**src/rtl/cdc_fifo_pkg.sv**
```systemverilog
// Shared constants and helpers for the single-clock FIFO family.
package cdc_fifo_pkg;

  localparam int DEFAULT_DATA_WIDTH = 8;
  localparam int DEFAULT_FIFO_DEPTH = 32;

  // Pointer width: index bits plus one wrap bit so full and empty differ.
  function automatic int ptr_width(input int depth);
    return $clog2(depth) + 1;
  endfunction

endpackage

```
**src/rtl/cdc_fifo_mem.sv**
```systemverilog
// Register-array storage: one synchronous write port, one asynchronous read
// port so the head word falls straight through to the consumer.
module cdc_fifo_mem
  import cdc_fifo_pkg::*;
#(
  parameter int DataWidth = DEFAULT_DATA_WIDTH,
  parameter int FifoDepth = DEFAULT_FIFO_DEPTH,
  parameter int AddrWidth = $clog2(FifoDepth)
) (
  input  logic                 clk,
  input  logic                 we,
  input  logic [AddrWidth-1:0] waddr,
  input  logic [DataWidth-1:0] wdata,
  input  logic [AddrWidth-1:0] raddr,
  output logic [DataWidth-1:0] rdata
);

  logic [DataWidth-1:0] mem [FifoDepth];

  // Storage is never cleared; the pointers decide which entries are live.
  always_ff @(posedge clk) begin
    if (we) begin
      mem[waddr] <= wdata;
    end
  end

  assign rdata = mem[raddr];

endmodule

```
**src/rtl/cdc_fifo.sv**
```systemverilog
// First-word-fall-through FIFO on one clock, keeping the dual-domain
// interface names so it drops into the same sockets as the async variants.
module cdc_fifo
  import cdc_fifo_pkg::*;
#(
  parameter int DataWidth = DEFAULT_DATA_WIDTH,
  parameter int FifoDepth = DEFAULT_FIFO_DEPTH
) (
  input  logic                 clk,
  input  logic                 rst_n,
  input  logic                 Push_DA,
  input  logic [DataWidth-1:0] DataIn_DA,
  output logic                 FifoFull_DA,
  input  logic                 Deq_DB,
  output logic                 DataValid_DB,
  output logic [DataWidth-1:0] DataOut_DB
);

  localparam int PtrWidth = ptr_width(FifoDepth);
  localparam int IdxWidth = PtrWidth - 1;
  localparam logic [PtrWidth-1:0] PtrOne = {{(PtrWidth-1){1'b0}}, 1'b1};

  // The wrap-bit full/empty scheme only works for power-of-two depths.
  generate
    if ((FifoDepth < 2) || ((FifoDepth & (FifoDepth - 1)) != 0)) begin : g_bad_depth
      $error("cdc_fifo: FifoDepth must be a power of two and at least 2");
    end
  endgenerate

  logic [PtrWidth-1:0]  wr_ptr;
  logic [PtrWidth-1:0]  rd_ptr;
  logic                 empty;
  logic                 full;
  logic                 push_ok;
  logic                 pop_ok;
  logic                 mem_we;
  logic [DataWidth-1:0] head_word;

  // Flags depend only on registered pointers, so no input reaches an output
  // combinationally.
  assign empty = (wr_ptr == rd_ptr);
  assign full  = (wr_ptr[IdxWidth-1:0] == rd_ptr[IdxWidth-1:0]) &&
                 (wr_ptr[IdxWidth] != rd_ptr[IdxWidth]);

  assign FifoFull_DA  = full;
  assign DataValid_DB = ~empty;

  // Overflowing pushes and underflowing pops are simply not accepted.
  assign push_ok = Push_DA & ~full;
  assign pop_ok  = Deq_DB & ~empty;

  // A push in a reset cycle must not disturb storage either.
  assign mem_we = push_ok & rst_n;

  // Pointer registers; reset discards contents and ignores that cycle's requests.
  always_ff @(posedge clk) begin
    if (!rst_n) begin
      wr_ptr <= '0;
      rd_ptr <= '0;
    end else begin
      if (push_ok) begin
        wr_ptr <= wr_ptr + PtrOne;
      end
      if (pop_ok) begin
        rd_ptr <= rd_ptr + PtrOne;
      end
    end
  end

  cdc_fifo_mem #(
    .DataWidth (DataWidth),
    .FifoDepth (FifoDepth),
    .AddrWidth (IdxWidth)
  ) u_mem (
    .clk   (clk),
    .we    (mem_we),
    .waddr (wr_ptr[IdxWidth-1:0]),
    .wdata (DataIn_DA),
    .raddr (rd_ptr[IdxWidth-1:0]),
    .rdata (head_word)
  );

  // Stale storage is masked so an empty FIFO always presents zero.
  assign DataOut_DB = DataValid_DB ? head_word : '0;

endmodule

```
**config.mk**
```make
export PLATFORM = sky130hd
export DESIGN_NAME = cdc_fifo
export DESIGN_NICKNAME = d
export VERILOG_FILES = /design/src/rtl/cdc_fifo_pkg.sv /design/src/rtl/cdc_fifo_mem.sv /design/src/rtl/cdc_fifo.sv
export SDC_FILE = /design/constraint.sdc
export NUM_CORES = 1
export LEC_CHECK = 0
export BUFFER_PORTS_ARGS = -buffer_cell sky130_fd_sc_hd__buf_2
export CAP_MARGIN = 10
export CORE_MARGIN = 1.5
export CORE_UTILIZATION = 56
export CTS_BUF_LIST = sky130_fd_sc_hd__clkbuf_4
export DETAILED_ROUTE_END_ITERATION = 6
export PLACE_DENSITY = 0.84
export SYNTH_ARGS = -nofsm -noshare
export SYNTH_HDL_FRONTEND = slang
export SYNTH_SLANG_ARGS = --single-unit
```
**constraint.sdc**
```tcl
create_clock -name clk -period 2.4 [get_ports clk]
set_input_delay 0.24 -clock clk [delete_from_list [all_inputs] [get_ports clk]]
set_output_delay 0.24 -clock clk [all_outputs]
set_load 0.01 [all_outputs]
```
==> summary.txt <==
====================================================================================================
Relative contribution of the clock network to total power .............................        0.375
Average detailed-routed wire length per instance ......................................      23.5 um
Post-route standard cell area excluding fillers ....................................... 0.0127 sq mm
Number of nets in the layout ..........................................................          677
Reg2Reg Launch Point ..................................................................    rd_ptr[2]
Non-filler cells, final ...............................................................          970
Post-synthesis net count ..............................................................          556
TNS Setup .............................................................................     -2480 ps
Max frequency .........................................................................      365 MHz
GRT Overall Usage .....................................................................        0.237
Longest Clk Path Bufs .................................................................            3
Cell area after technology mapping .................................................... 0.0108 sq mm
Worst rel slew slack ..................................................................        0.506
Register-to-Register Path Depth .......................................................            6
Leak ..................................................................................      4.23 nW
Vias per cell .........................................................................         5.97
Switching power of the nets ...........................................................      2.40 mW
Pwr per Cell Area .....................................................................  801 mW/mm^2
Boundary pin count ....................................................................           22
Cell class contributing the biggest share of worst-path delay ......................... multiplexers
Sequential group share of total power .................................................        0.518
Final worst setup slack ...............................................................      -338 ps
Switching fraction of total power .....................................................        0.236
Worst path cell trace ................................................................. buf_12 -> mux4_2 -> mux2_4 -> o221ai_4 -> nor2_1 -> buf_2
Clock tree from TritonCTS .............................................................         done
Crit start category ...................................................................    flip-flop
Synth warn ............................................................................            0
Die Span Y ............................................................................       142 um
Wire length of the first global-routing pass ..........................................      34.3 mm
Effective utilization at floorplan ....................................................        0.575
Worst-case register-to-register setup slack ...........................................       190 ps
Half-perimeter wire length after detailed placement ...................................      13.7 mm
Final hold violations .................................................................            0
Violation count after the first detailed-routing iteration ............................          488
Failing checks ........................................................................ negative setup slack
Number of synthesized register bits ...................................................          273
Post-DP Area .......................................................................... 0.0116 sq mm
Share of cells above drive strength 1 .................................................        0.417
Final clock skew ......................................................................      67.0 ps
Count of unresolved DRC violations after routing ......................................            0
Kind of capture point of the worst setup path ......................................... primary output
Unique masters post-synth .............................................................           33
Maxcap violations .....................................................................            0
Row cnt ...............................................................................           50
Setup repair after global routing missed its margin ...................................          yes
Antenna violations before repair ......................................................            0
Final worst-path cycle share ..........................................................         1.14
Clock latency reported for the late side of the worst-skew pair .......................       680 ps
Vias in the first global route ........................................................         5965
Count of clock tree sinks .............................................................          273
Minimum hold slack ....................................................................      78.5 ps
Worst vdd ir ..........................................................................       582 uV
Buffers plus inverters on the worst setup path ........................................            2
Number of cells on the worst hold path ................................................            3
IO buf count ..........................................................................           21
Reg-to-reg critical path endpoint ..................................................... u_mem.mem[19][3]
Number of cells produced by synthesis .................................................          539
Hold Startpoint .......................................................................        rst_n
CTS Root Cell ......................................................................... sky130_fd_sc_hd__clkbuf_4
Path category of the worst min-delay check ............................................    in -> reg
Commonest non-fill, non-tap cell in the layout ........................................ sky130_fd_sc_hd__edfxtp_1
WP data arrival .......................................................................      2500 ps
Worst EP required .....................................................................      2160 ps
Post-route minimum period .............................................................      2740 ps
Slew at the pin closest to its max-slew limit .........................................       741 ps
Portion of the post-synthesis area used by sequential elements ........................        0.742
Maximum number of pins on one net before global-route repair ..........................           42
Core area ............................................................................. 0.0188 sq mm
P&R area growth vs syn ................................................................        17.4%
Most frequent cells in the layout ..................................................... 256 x sky130_fd_sc_hd__edfxtp_1, 91 x sky130_fd_sc_hd__clkbuf_4, 64 x sky130_fd_sc_hd__mux4_2, 48 x sky130_fd_sc_hd__buf_4, 41 x sky130_fd_sc_hd__nor2_1
Pint ..................................................................................      7.77 mW
Worst Path Max Fanout .................................................................           11
First drt pass iteration count ........................................................            4
Pre-CTS setup slack ...................................................................       186 ps
Status ................................................................................ complete, but fails checks
Final setup violation count ...........................................................            8
Die width .............................................................................       142 um
Number of buffers created by CTS ......................................................           66
Total placed cells including tap cells ................................................          846
Share of total power in combinational logic ...........................................        0.107
Final estimated routing congestion in global placement ................................        0.829
Crit-path max cell delay ..............................................................       530 ps
Clock-pin slew reported for the worst setup and hold paths after clock tree synthesis .        60 ps
Critical path class ...................................................................   reg -> out
Final-report max-slew violation count .................................................            0
Mean instance size in the synthesized netlist .........................................   20.1 sq um
Vias after detailed routing ...........................................................         5791
Die Footprint ......................................................................... 0.0202 sq mm
Count of fill cells added during filler insertion .....................................         1158
Total detailed-routing wirelength .....................................................      22.8 mm
Overflow left after global routing ....................................................            0
Antenna Violating Nets Remaining ......................................................            0
Number of H-tree branching levels .....................................................            3
Cell with the biggest individual delay on the critical path ........................... sky130_fd_sc_hd__mux4_2
End of the worst hold path ............................................................    wr_ptr[1]
====================================================================================================
per-layer routing:
layer	up-vias	GRT usage	routed length, um
li1	2485	-	-
met1	2929	0.313	8670
met2	326	0.390	11500
met3	51	0.0488	1950
met4	0	0.0950	681
met5	-	0	0
cells in the mapped netlist:
| master | n | area (sq um) |
|---|---|---|
| sky130_fd_sc_hd__buf_6 | 3 | 33.8 |
| sky130_fd_sc_hd__nand4_1 | 7 | 43.8 |
| sky130_fd_sc_hd__and3_1 | 2 | 12.5 |
| sky130_fd_sc_hd__nor2b_1 | 3 | 18.8 |
| sky130_fd_sc_hd__xor2_1 | 6 | 52.6 |
| sky130_fd_sc_hd__o22ai_1 | 9 | 56.3 |
| sky130_fd_sc_hd__nand3b_2 | 1 | 11.3 |
| sky130_fd_sc_hd__buf_4 | 1 | 7.51 |
| sky130_fd_sc_hd__inv_1 | 3 | 11.3 |
| sky130_fd_sc_hd__nand3_1 | 6 | 30.0 |
| sky130_fd_sc_hd__nor3_1 | 1 | 5.00 |
| sky130_fd_sc_hd__and2_1 | 1 | 6.26 |
| sky130_fd_sc_hd__nand2b_1 | 8 | 50.1 |
| sky130_fd_sc_hd__dfxtp_1 | 17 | 340 |
| sky130_fd_sc_hd__buf_2 | 11 | 55.1 |
| sky130_fd_sc_hd__or2_2 | 1 | 6.26 |
| sky130_fd_sc_hd__clkbuf_1 | 8 | 30.0 |
| sky130_fd_sc_hd__buf_1 | 5 | 18.8 |
| sky130_fd_sc_hd__o221ai_1 | 8 | 70.1 |
| sky130_fd_sc_hd__nor3b_1 | 1 | 7.51 |
| sky130_fd_sc_hd__mux2i_1 | 10 | 100 |
| sky130_fd_sc_hd__mux2_2 | 32 | 360 |
| sky130_fd_sc_hd__nand3b_1 | 3 | 22.5 |
| sky130_fd_sc_hd__or3b_2 | 2 | 17.5 |
| sky130_fd_sc_hd__a31oi_1 | 2 | 12.5 |
| sky130_fd_sc_hd__or3_1 | 1 | 6.26 |
| sky130_fd_sc_hd__a41o_1 | 1 | 10.0 |
| sky130_fd_sc_hd__edfxtp_1 | 256 | 7690 |
| sky130_fd_sc_hd__mux4_2 | 64 | 1440 |
| sky130_fd_sc_hd__nor2_1 | 42 | 158 |
| sky130_fd_sc_hd__nand2_1 | 18 | 67.6 |
| sky130_fd_sc_hd__ha_1 | 5 | 62.6 |
| sky130_fd_sc_hd__xnor2_1 | 1 | 8.76 |
tightest hold or removal path, cell delays in order:
cell and delay [ps]:
sky130_fd_sc_hd__buf_2 240, sky130_fd_sc_hd__nand2_1 120, sky130_fd_sc_hd__mux2i_1 50
registers in the layout, summed over array words and instances (netlist names), named ones only:
register   count
rd_ptr         6
wr_ptr         6
u_mem.mem    256
cell families after synthesis:
| kind of cell | synth area share |
|---|---|
| flip-flops | 0.742 |
| adder cells (fa/ha/maj) | 0.00578 |
| AND/OR/NAND/NOR | 0.0428 |
| buffers and inverters | 0.0145 |
| XOR/XNOR | 0.00567 |
| AO/OA/AOI/OAI | 0.0138 |
| multiplexers | 0.176 |
power groups by stage:
| stage | sequential (mW) | clock, mW | combinational, mW |
|---|---|---|---|
| floorplan | 5.35 | 0 | 0.615 |
| global placement | 5.35 | 0 | 0.903 |
| detailed placement | 5.36 | 0 | 0.932 |
| CTS | 5.26 | 3.88 | 1.07 |
| global route | 5.27 | 4.11 | 1.15 |
| finish | 5.27 | 3.82 | 1.08 |
metrics by stage:
step	power, mW	util
after floorplan	5.96	-
after global placement	6.26	0.614
after detailed placement	6.29	0.614
after CTS	10.2	0.673
after global routing	10.5	0.674
final	10.2	0.674
how the worst max path moves through the flow:
stage                    from          endpoint  slack [ps]  cells after the start
global route        flip-flop     DataOut_DB[5]        -420                      6
global placement    flip-flop     DataOut_DB[2]         220                      6
finish              flip-flop     DataOut_DB[5]        -340                      6
detailed placement  flip-flop     DataOut_DB[6]         190                      6
CTS                 flip-flop     DataOut_DB[4]        -360                      6
floorplan           rd_ptr[2]  u_mem.mem[11][0]         410                      6
layout make-up:
class	instances	area [sq um]	area share
sequential	273	8040	0.633
multi-input combinational	235	2800	0.220
clock buffer	91	683	0.0538
timing repair buffer	81	674	0.0531
tap	260	325	0.0256
clock inverter	26	166	0.0131
inverter	3	11.3	0.000887
antenna	1	2.50	0.000197
what timing repair did:
| item | CTS | global route |
|---|---|---|
| resized for setup | 32 | 12 |
| cloned | 2 | 0 |
| hold buffers | 3 | 0 |
| setup buffers | 2 | 0 |
| hold endpoints to repair | 7 | 0 |
| setup endpoints to repair | 8 | 10 |
(Power assumes the default switching activity.)
